--- src/rtl/weight_bank_pkg.sv ---
// Shared types and default sizing for the weight_bank slice.
// Latency: n/a (declarations only).
// Backpressure: n/a.
package weight_bank_pkg;

    // Burst-loader state; encodings are fixed so debug dumps stay comparable.
    typedef enum logic [1:0] {
        IDLE = 2'd0,
        LOAD = 2'd1,
        FULL = 2'd2
    } wbState_t;

    localparam int WB_DW   = 8;
    localparam int WB_NTAP = 25;

endpackage

--- src/rtl/weight_tap_reg.sv ---
// One tap of the bank: a shadow register written by the loader and an active
// register that copies the shadow on commit.
// Latency: 1 cycle for write to shadow, 1 cycle for commit to active.
// Backpressure: none.
//
// Ports: clk, rst (sync active-high), wr_en/d load the shadow register,
// commit copies shadow->active, shadow/active are the register outputs.
module weight_tap_reg
    import weight_bank_pkg::*;
#(
    parameter int DW = WB_DW
) (
    input  logic          clk,
    input  logic          rst,
    input  logic          wr_en,
    input  logic          commit,
    input  logic [DW-1:0] d,
    output logic [DW-1:0] shadow,
    output logic [DW-1:0] active
);

    // A coincident write and commit both act: active takes the pre-edge
    // shadow value, shadow takes the new data.
    always_ff @(posedge clk) begin
        if (rst) begin
            shadow <= '0;
            active <= '0;
        end else begin
            if (wr_en) begin
                shadow <= d;
            end
            if (commit) begin
                active <= shadow;
            end
        end
    end

endmodule

--- src/rtl/weight_bank.sv ---
// Double-buffered NTAP x DW coefficient bank: random or burst loads into a
// shadow bank, atomic one-cycle commit into the active bank driving oW.
// Latency: 1 cycle write->shadow, 1 cycle commit->oW; no backpressure.
//
// Ports: iCLK, iRST (sync active-high); loader iWren/iAddr/iWeight; iStart
// begins a burst at tap 0; iCommit copies shadow->active. oW is the active
// bank (tap k on [k*DW +: DW]); oBusy = burst running, oFull = burst done,
// oValid = committed at least once, oErr = sticky error (cleared by iStart).
// Optional: define WEIGHT_BANK_READBACK_EN to add iRdAddr/oRdData, a
// registered read of the shadow bank (out-of-range addresses return 0).
module weight_bank
    import weight_bank_pkg::*;
#(
    parameter int DW   = WB_DW,
    parameter int NTAP = WB_NTAP,
    parameter int AW   = (NTAP > 1) ? $clog2(NTAP) : 1
) (
    input  logic                iCLK,
    input  logic                iRST,
    input  logic                iWren,
    input  logic [AW-1:0]       iAddr,
    input  logic [DW-1:0]       iWeight,
    input  logic                iStart,
    input  logic                iCommit,
`ifdef WEIGHT_BANK_READBACK_EN
    input  logic [AW-1:0]       iRdAddr,
    output logic [DW-1:0]       oRdData,
`endif
    output logic [NTAP*DW-1:0]  oW,
    output logic                oBusy,
    output logic                oFull,
    output logic                oValid,
    output logic                oErr
);

    localparam int             AWX      = AW + 1;
    // One extra bit so NTAP itself is representable for the range check.
    localparam logic [AW:0]    NTAP_EXT = AWX'(NTAP);
    localparam logic [AW-1:0]  LAST     = AW'(NTAP - 1);

    wbState_t      state, stateNext;
    logic [AW-1:0] ptr, ptrNext;
    logic          valid, validNext;
    logic          err, errNext;

    logic          wrDo;
    logic [AW-1:0] wrAddr;
    logic          commitDo;
    logic          addrInRange;

    logic [DW-1:0] shadowArr [NTAP];

    assign addrInRange = ({1'b0, iAddr} < NTAP_EXT);

    always_ff @(posedge iCLK) begin
        if (iRST) begin
            state <= IDLE;
            ptr   <= '0;
            valid <= 1'b0;
            err   <= 1'b0;
        end else begin
            state <= stateNext;
            ptr   <= ptrNext;
            valid <= validNext;
            err   <= errNext;
        end
    end

    always_comb begin
        stateNext = state;
        ptrNext   = ptr;
        validNext = valid;
        errNext   = err;
        wrDo      = 1'b0;
        wrAddr    = iAddr;
        commitDo  = 1'b0;

        if (iStart) begin
            // Start wins over everything else, including a coincident commit.
            stateNext = LOAD;
            ptrNext   = '0;
            errNext   = 1'b0;
            if (iWren) begin
                wrDo   = 1'b1;
                wrAddr = '0;
                if (LAST == '0) begin
                    stateNext = FULL;
                end else begin
                    ptrNext = AW'(1);
                end
            end
        end else begin
            case (state)
                LOAD: begin
                    if (iWren) begin
                        wrDo   = 1'b1;
                        wrAddr = ptr;
                        if (ptr == LAST) begin
                            stateNext = FULL;
                            ptrNext   = '0;
                        end else begin
                            ptrNext = ptr + AW'(1);
                        end
                    end
                    // Committing a half-loaded kernel is refused, burst goes on.
                    if (iCommit) begin
                        errNext = 1'b1;
                    end
                end
                IDLE, FULL: begin
                    if (iWren) begin
                        if (addrInRange) begin
                            wrDo = 1'b1;
                        end else begin
                            errNext = 1'b1;
                        end
                    end
                    if (iCommit) begin
                        commitDo  = 1'b1;
                        validNext = 1'b1;
                        stateNext = IDLE;
                    end
                end
                default: begin
                    stateNext = IDLE;
                    ptrNext   = '0;
                end
            endcase
        end
    end

    for (genvar k = 0; k < NTAP; k++) begin : gTap
        logic tapWr;
        assign tapWr = wrDo && (wrAddr == AW'(k));

        weight_tap_reg #(
            .DW (DW)
        ) uTap (
            .clk    (iCLK),
            .rst    (iRST),
            .wr_en  (tapWr),
            .commit (commitDo),
            .d      (iWeight),
            .shadow (shadowArr[k]),
            .active (oW[k*DW +: DW])
        );
    end

    assign oBusy  = (state == LOAD);
    assign oFull  = (state == FULL);
    assign oValid = valid;
    assign oErr   = err;

`ifdef WEIGHT_BANK_READBACK_EN
    logic [DW-1:0] rdMux;

    // Decoding by equality leaves out-of-range addresses at the 0 default.
    always_comb begin
        rdMux = '0;
        for (int k = 0; k < NTAP; k++) begin
            if (iRdAddr == AW'(k)) begin
                rdMux = shadowArr[k];
            end
        end
    end

    always_ff @(posedge iCLK) begin
        if (iRST) begin
            oRdData <= '0;
        end else begin
            oRdData <= rdMux;
        end
    end
`endif

endmodule
--- config.mk ---
export PLATFORM = sky130hd
export DESIGN_NAME = weight_bank
export DESIGN_NICKNAME = d
export VERILOG_FILES = /design/src/rtl/weight_bank_pkg.sv /design/src/rtl/weight_tap_reg.sv /design/src/rtl/weight_bank.sv
export SDC_FILE = /design/constraint.sdc
export NUM_CORES = 1
export LEC_CHECK = 0
export CORE_MARGIN = 1.5
export CORE_UTILIZATION = 54
export CTS_CLUSTER_DIAMETER = 80
export DETAILED_ROUTE_END_ITERATION = 8
export PLACE_DENSITY = 0.79
export SLEW_MARGIN = 20
export SYNTH_ARGS = -nofsm -noshare
export SYNTH_HDL_FRONTEND = slang
export SYNTH_SLANG_ARGS = --single-unit
--- constraint.sdc ---
create_clock -name iCLK -period 3.4 [get_ports iCLK]
set_input_delay 0.68 -clock iCLK [delete_from_list [all_inputs] [get_ports iCLK]]
set_output_delay 0.68 -clock iCLK [all_outputs]
set_load 0.02 [all_outputs]
==> results.toml, run 1 <==
[yosys]
yosysSeqAreaShare = 0.543
synth_seq_cells = 409
synth_area_um2 = 15100
synthCells = 1661
synth_nets = 1681
yosysUniqueCellTypes = 42
synth_edf_count = 0
synthArstFlopShare = 0
syn_area_per_cell_um2 = 9.08
ys.flop_type = "dfxtp_1"
yosys_warnings = 0

[critical_path]
cp_cell_sequence = "clkdlybuf4s50_1 > o311ai_2 > o311a_1 > or3b_1 > nor3_1 > nand2_1 > mux2i_1"
endpoint_kind = "flop"
crit_fanout = 8
critPathLaunchType = "input pin"
crit_slowest_cell = "nor3_1"
cpPeakStageDelay_ns = 0.61
critPathArrivalTime_ns = 3.44
cpLargestDelayFamily = "simple AND/OR/NAND/NOR gates"
crit_buf_inv = 1
critPathKind = "input pin to flop"
crit_required_ns = 3.77

[detailed_routing]
first_iter_violations = 849
met3_length_um = 2630
dr.pass1.iters = 5
ant_nets = 0
vias = 11800
wl_per_cell_um = 17.1
wl_met2_um = 17700
avgViaCountPerCell = 5.23
met1_length_um = 17000
route.top_layer_used = "met4"
drcViolationCount = 0
wl_um = 38300

[global_routing]
grt_usage = 0.263
grt_pass1_vias = 11400
antenna_found_initial = 0
grt_pass1_wl_um = 59800
grt_max_degree = 124
overflow = 0

[status]
status = "completed"

[floorplanning]
initial_core_util = 0.555
fp.dieH_um = 170
fp-row-count = 60
dieArea_um2 = 28900
core_um2 = 27200
die_w_um = 170
io_pins = 222

[placement]
place_area_um2 = 17700
pre_cts_ws_ns = -0.190
io_buffers = 221
routabilityCongestion = 0.829
place_hpwl_um = 24700

[sta]
tightest_slew_ns = 0.994
timing.slew.headroom = 0.337
fin_crit_ns = 3.06
fmax_ghz = 0.326
finalCritPeriodShare = 0.901
setup_viol = 0
timing.hold.ws_ns = 0.448
drv_slew = 0
finalWorstSetupSlack_ns = 0.336
final_hold_viol_count = 0
skew_ns = 0.0154
rsz0062_at_grt = "false"

[power_and_ir_drop]
p_leak_nw = 7.21
netSwitchingPower_mw = 2.18
swShare = 0.223
p_per_area_nw_per_um2 = 513
clock_power_share = 0.452
internal_power_mw = 7.58
ir_worst_vdd_mv = 0.412
combPwrFrac = 0.051
p_seq_frac = 0.497

[clock_network]
cts_sinks = 409
cts_resized = 0
hold_buffers = 0
clock_latency_ns = 0.53
cts_root_buf = "clkbuf_16"
cts_made_buffers = 40
path_clk_slew_ns = 0.06
cts_tree = "yes"
clk_path_buf_depth = 3
h-tree-depth = 2
cts_setup_buffers = 0

[run]
maxCapViolations = 0

[worst_hold_path]
holdCritPathClass = "flop to flop"

[cells_and_area]
syn2layout_area_growth_pct = 26.1
drive_above_1_share = 0.0678
nets = 1863
num_antenna_cells = 0
fin_area_um2 = 19000
## final timing paths
check | from | cells past startpoint | to | slack [ns]
max | iAddr[0] | 7 | gTap[1].uTap.shadow[2]$_SDFFE_PP0P_ | 0.34
min | gTap[24].uTap.shadow[6]$_SDFFE_PP0P_ | 2 | gTap[24].uTap.active[6]$_SDFFE_PP0P_ | 0.45
min reg2reg | gTap[24].uTap.shadow[6]$_SDFFE_PP0P_ | 2 | gTap[24].uTap.active[6]$_SDFFE_PP0P_ | 0.45
max reg2reg | state[0]$_SDFFE_PP0P_ | 7 | gTap[1].uTap.shadow[2]$_SDFFE_PP0P_ | 0.37
## synth_stat cells (2+ instances only)
master / instances / area [um2]
inv_1: 8 / 30.0
nor4_4: 7 / 149
mux2i_1: 200 / 2000
xor2_1: 3 / 26.3
nand2_1: 425 / 1600
a21oi_1: 201 / 1010
o22ai_1: 7 / 43.8
nor2_1: 87 / 327
nor3_1: 14 / 70.1
clkbuf_1: 119 / 447
dfxtp_1: 409 / 8190
nand2b_1: 140 / 876
nand4_1: 2 / 12.5
or2_2: 4 / 25.0
buf_2: 6 / 30.0
ha_1: 2 / 25.0
nor3b_1: 2 / 15.0
## tightest hold or removal path: stages, from the launching register on
cell,delay [ns]
dfxtp_1,0.31
nand2_1,0.05
a21oi_1,0.05
## registers in the layout, summed over array words and instances, names as in the netlist
name / cells
oValid: 1
gTap.uTap.shadow: 200
state: 2
oErr: 1
gTap.uTap.active: 200
ptr: 5
## per-layer routing
layer  GRT usage  vias up
met4      0.0808        0
met2       0.428      312
met5           0        -
met3      0.0584       67
li1            -     5788
met1       0.348     5583
## power groups by stage
stage / clock network (mW) / logic (mW) / registers, mW
2_1_floorplan: 0 / 0.317 / 4.95
3_3_place_gp: 0 / 0.488 / 4.95
3_5_place_dp: 0 / 0.495 / 4.95
4_1_cts: 4.47 / 0.496 / 4.85
5_1_grt: 4.66 / 0.531 / 4.85
6_report: 4.41 / 0.499 / 4.85
## area by class of cell
| cell class | instances | area, um2 |
|---|---|---|
| timing repair buffer | 266 | 2630 |
| sequential | 409 | 8190 |
| multi-input combinational | 1117 | 6390 |
| clock buffer | 61 | 1200 |
| fill | 2157 | 8150 |
| clock inverter | 11 | 119 |
| tap | 372 | 465 |
| inverter | 9 | 33.8 |
## metrics by stage
step	utilization	TNS, ns	cells	total power, mW
2_1_floorplan	-	0	1661	5.27
3_3_place_gp	0.652	-3.58	2173	5.44
3_5_place_dp	0.652	-3.50	2173	5.45
4_1_cts	0.700	0	2245	9.81
5_1_grt	0.700	0	2245	10.0
6_report	0.700	0	2245	9.76
## layout by cell type, fill, tap and decap left out, drive strengths merged, types with 2 or more instances in the layout
| master | n |
|---|---|
| nand4 | 2 |
| mux2i | 200 |
| nand2b | 141 |
| nand2 | 425 |
| buf | 46 |
| nor3b | 2 |
| nor4 | 7 |
| o311ai | 2 |
| clkdlybuf4s50 | 220 |
| nor2 | 87 |
| or2 | 5 |
| inv | 12 |
| a21oi | 201 |
| ha | 2 |
| clkinv | 5 |
| o21ai | 2 |
| nor3 | 15 |
| clkbuf | 61 |
| xor2 | 3 |
| o22ai | 8 |
| dfxtp | 409 |
| bufinv | 2 |
## logic make-up (layout without fill, tap and decap cells)
logic type	count (synthesis)	count (layout)	synth area share
simple gates	693	693	0.210
flops	409	409	0.543
compound gates	219	219	0.0762
mux	200	200	0.133
buf+inv	135	347	0.0346
xor+xnor	3	3	0.00174
fa+ha+maj	2	2	0.00166
Note: power is estimated with default switching activity, not from simulation.
==> run 2, diff against run 1 <==
CELL_PAD_IN_SITES_DETAIL_PLACEMENT = 1   (was default)
CELL_PAD_IN_SITES_GLOBAL_PLACEMENT = 2   (was default)
CORE_UTILIZATION = 33   (was 54)
CTS_CLUSTER_DIAMETER = 120   (was 80)
PLACE_DENSITY = default   (was 0.79)
PLACE_DENSITY_LB_ADDON = 0.1   (was default)
==> run 2 against run 1 <==
Effect of this change:
- power up 7.5%
- utilization fell by 27 points
- non-clock buffer count is 5 higher
- sequential cell count unchanged
- wire length grew 22%
- clock power grew 16%
- critical endpoint is now oBusy
- clock-buffer cell count is 8 higher
- sequential power barely moved
- largest power group is now the clock network
- cell count up 11%
==> results.toml, run 2 (synthesis results as in run 1) <==
[status]
status = "completed"

[clock_network]
cts_tree = "yes"
cts_made_buffers = 46
h-tree-depth = 2
cts_sinks = 409
hold_buffers = 0
cts_root_buf = "clkbuf_16"
clock_latency_ns = 0.57
path_clk_slew_ns = 0.06
clk_path_buf_depth = 3
cts_resized = 0
cts_setup_buffers = 0

[critical_path]
critPathKind = "flop to primary output"
crit_required_ns = 2.72
critPathLaunchType = "flop"
critPathArrivalTime_ns = 2.16
crit_fanout = 12
endpoint_kind = "primary output"

[sta]
timing.slew.headroom = 0.406
tightest_slew_ns = 0.891
finalCritPeriodShare = 0.835
setup_viol = 0
rsz0062_at_grt = "false"
timing.hold.ws_ns = 0.451
fin_crit_ns = 2.84
drv_slew = 0
fmax_ghz = 0.352
final_hold_viol_count = 0
setup_tns_ns = 0
skew_ns = 0.00742

[global_routing]
grt-busiest-layer = "met2"
met2_usage = 0.326
antenna_found_initial = 0
grt_max_degree = 154
overflow = 0
met3_usage = 0.0278
grt_usage = 0.199
grt_pass1_vias = 12300
use_met1 = 0.275
grt_pass1_wl_um = 72600

[detailed_routing]
ant_nets = 0
dr.pass1.iters = 5
drcViolationCount = 0
wl_per_cell_um = 18.8
vias = 11900
first_iter_violations = 540
wl_um = 46700
avgViaCountPerCell = 4.78

[placement]
place_hpwl_um = 29500
routabilityCongestion = 0.787
dpl.cell_count = 2406
io_buffers = 221
place_area_um2 = 18000

[floorplanning]
fp.dieH_um = 217
die_w_um = 217
dieArea_um2 = 47000
initial_core_util = 0.333
fp-row-count = 78
core_um2 = 45300
io_pins = 222

[cells_and_area]
largestRegisters = "gTap.uTap.active: 200 flops, gTap.uTap.shadow: 200 flops, ptr: 5 flops"
fillers = 5201
layout_common_cells = "425 x nand2_1, 409 x dfxtp_1, 220 x clkdlybuf4s50_1"
fin_area_um2 = 19600
syn2layout_area_growth_pct = 30.1
fin_cells = 2491
drive_above_1_share = 0.0788
num_antenna_cells = 0
final_common_cell = "nand2_1"
nets = 1874

[run]
maxCapViolations = 0

[worst_hold_path]
holdCritPathClass = "flop to flop"

[power_and_ir_drop]
ir_worst_vdd_mv = 0.318
p_per_area_nw_per_um2 = 535
p_leak_nw = 7.37
power_mw = 10.5
==> run 2: changes by cell type in the layout (fill, tap and decap cells not counted), moves of 3 or more <==
cell | before | now
clkbuf_1 | 10 | 7
clkbuf_8 | 10 | 16
buf_4 | 39 | 43
clkbuf_16 | 41 | 46
clkinv_2 | 5 | 9
==> run 2: where the power goes <==
| group | total (mW) | switching (mW) | internal, mW |
|---|---|---|---|
| Combinational | 0.510 | 0.358 | 0.153 |
| Clock | 5.13 | 2.06 | 3.07 |
| Sequential | 4.85 | 0.0230 | 4.83 |
==> run 2: final cells by class <==
| cell class | instances | area [um2] | share of cell area |
|---|---|---|---|
| Tap cell | 600 | 751 | 0.0383 |
| Clock buffer | 69 | 1400 | 0.0712 |
| Multi-Input combinational cell | 1117 | 6390 | 0.326 |
| Sequential cell | 409 | 8190 | 0.417 |
| Timing Repair Buffer | 271 | 2680 | 0.137 |
| Inverter | 9 | 33.8 | 0.00172 |
| Clock inverter | 16 | 176 | 0.00899 |
==> run 2: path summary, 6_finish.rpt <==
| kind | startpoint | endpoint | slack, ns | cells after the start |
|---|---|---|---|---|
| setup / recovery | state[0]$_SDFFE_PP0P_ | oBusy | 0.56 | 3 |
| hold / removal | gTap[7].uTap.shadow[1]$_SDFFE_PP0P_ | gTap[7].uTap.active[1]$_SDFFE_PP0P_ | 0.45 | 2 |
| setup reg to reg | state[0]$_SDFFE_PP0P_ | gTap[21].uTap.shadow[4]$_SDFFE_PP0P_ | 0.74 | 8 |
| hold reg to reg | gTap[7].uTap.shadow[1]$_SDFFE_PP0P_ | gTap[7].uTap.active[1]$_SDFFE_PP0P_ | 0.45 | 2 |
==> run 2: per-stage QoR <==
step,util,setup WS (ns)
floorplan,-,0.762
global placement,0.398,0.0963
detailed placement,0.398,0.0308
CTS,0.433,0.554
global route,0.433,0.419
finish,0.433,0.560
==> run 2: per-layer routing <==
metal | share of wire | vias to the layer above | wire length, um
met5 | 0 | - | 0
met4 | 0.019 | 0 | 882
met3 | 0.035 | 57 | 1640
met2 | 0.46 | 179 | 21500
met1 | 0.49 | 5862 | 22700
li1 | - | 5801 | -
==> run 2: critical path, stage by stage (launching register included) <==
cell and delay (ns):
dfxtp_1 0.62, nand2b_4 0.13, inv_2 0.17, clkdlybuf4s50_1 0.67
==> run 3, diff against run 2 <==
clock period = 2.91 ns   (was 3.4 ns; I/O delays follow)
==> run 3 against run 2 <==
Effect of this change:
- clock power rose by 12%
- non-clock buffer count is 36 higher
- worst hold slack worse by 0.092 ns
- register-to-register slack worse by 0.24 ns
- via count about the same
- clock-buffer cell count shrank 1
- power grew 15%
- critical endpoint is now gTap[13].uTap.shadow[6]$_SDFFE_PP0P_
- largest power group unchanged
==> results.toml, run 3 (synthesis results as in run 1) <==
[power_and_ir_drop]
ir_worst_vdd_mv = 0.454
p_per_area_nw_per_um2 = 602
p_leak_nw = 7.62

[critical_path]
r2r-start = "state[1]$_SDFFE_PP0P_"
r2r_setup_slack_ns = 0.50
r2r_cells = 9
critPathLaunchType = "input pin"
crit_fanout = 10
critPathKind = "input pin to flop"
critPathArrivalTime_ns = 3.07
worstReg2RegEnd = "gTap[13].uTap.shadow[6]$_SDFFE_PP0P_"
endpoint_kind = "flop"
crit_required_ns = 3.35

[floorplanning]
core_um2 = 45300
fp-row-count = 78
fp.dieH_um = 217
initial_core_util = 0.333
dieArea_um2 = 47000
die_w_um = 217
io_pins = 222

[clock_network]
clk_path_buf_depth = 3
cts_sinks = 409
cts_tree = "yes"
cts_made_buffers = 46
cts_setup_buffers = 0
h-tree-depth = 2
path_clk_slew_ns = 0.06
clock_latency_ns = 0.57
cts_root_buf = "clkbuf_16"
cts_resized = 0
hold_buffers = 0

[global_routing]
overflow = 0
grt_usage = 0.199
grt_pass1_wl_um = 72500
grt_pass1_vias = 12200
antenna_found_initial = 0
grt_max_degree = 130

[detailed_routing]
vias = 11900
ant_nets = 0
drcViolationCount = 0
dr.pass1.iters = 4
avgViaCountPerCell = 4.72
wl_um = 46900
wl_per_cell_um = 18.6
first_iter_violations = 553

[cells_and_area]
fillers = 5139
syn2layout_area_growth_pct = 33.1
nets = 1910
layout_common_cells = "425 x nand2_1, 409 x dfxtp_1, 220 x clkdlybuf4s50_1"
drive_above_1_share = 0.0925
utilization = 0.443
num_antenna_cells = 0
largestRegisters = "gTap.uTap.active: 200 flops, gTap.uTap.shadow: 200 flops, ptr: 5 flops"
final_common_cell = "nand2_1"
fin_cells = 2524

[sta]
fin_crit_ns = 2.63
setup_tns_ns = 0
finalCritPeriodShare = 0.904
timing.slew.headroom = 0.468
rsz0062_at_grt = "false"
setup_viol = 0
tightest_slew_ns = 0.798
drv_slew = 0
final_hold_viol_count = 0
finalWorstSetupSlack_ns = 0.279
skew_ns = 0.00994
fmax_ghz = 0.380

[worst_hold_path]
holdCritPathClass = "input pin to flop"
hold_path_depth = 2
hold_start = "iRST"
hold_end = "gTap[7].uTap.shadow[7]$_SDFFE_PP0P_"

[placement]
routabilityCongestion = 0.786
pre_cts_ws_ns = -0.265
dpl.cell_count = 2442
place_hpwl_um = 30600
io_buffers = 221

[status]
status = "completed"

[run]
maxCapViolations = 0
-- run 3: stage by stage --
stage                     total power, mW  instance area [um2]  hold slack [ns]
after floorplan                      6.16                15100            0.431
after global placement               6.45                18600            0.436
after detailed placement             6.46                18600            0.446
after CTS                            12.3                20100            0.327
after global routing                 12.6                20100            0.356
final                                12.1                20100            0.359
-- run 3: layer usage --
| metal | vias up | part of all wire | track usage |
|---|---|---|---|
| met3 | 49 | 0.028 | 0.0275 |
| li1 | 5879 | - | - |
| met1 | 5820 | 0.49 | 0.275 |
| met4 | 0 | 0.017 | 0.0542 |
| met5 | - | 0 | 0 |
| met2 | 157 | 0.46 | 0.323 |
-- run 3: worst max-delay path by stage --
stage                               start                                    to
finish                           iAddr[1]  gTap[13].uTap.shadow[6]$_SDFFE_PP0P_
global placement                 iAddr[1]  gTap[13].uTap.shadow[5]$_SDFFE_PP0P_
CTS                 state[0]$_SDFFE_PP0P_                                 oFull
floorplan                        iAddr[0]   gTap[3].uTap.shadow[0]$_SDFFE_PP0P_
detailed placement               iAddr[1]  gTap[13].uTap.shadow[2]$_SDFFE_PP0P_
global route                     iAddr[1]  gTap[13].uTap.shadow[1]$_SDFFE_PP0P_
-- run 3: layout make-up --
type,count,area (um2),share of cell area
well taps,600,751,0.0374
repair buffers,307,3230,0.161
multi-input cells,1117,6390,0.318
clock buffers,68,1370,0.0680
inverters,9,33.8,0.00168
clock inverters,14,124,0.00617
flip-flops and latches,409,8190,0.408
-- run 3: worst max-delay path: stages --
cell,delay [ns]
clkdlybuf4s50_1,0.49
o311ai_2,0.37
o311a_1,0.20
or3b_1,0.40
buf_12,0.18
nor4_4,0.41
buf_12,0.19
mux2i_1,0.18
nor2_1,0.06
-- run 3: report_power, final --
group	leakage (nW)	switching (mW)	internal (mW)	total [mW]
logic	3.58	0.434	0.224	0.659
registers	3.30	0.0241	5.64	5.66
clock network	0.746	2.36	3.41	5.77
total	7.62	2.82	9.27	12.1
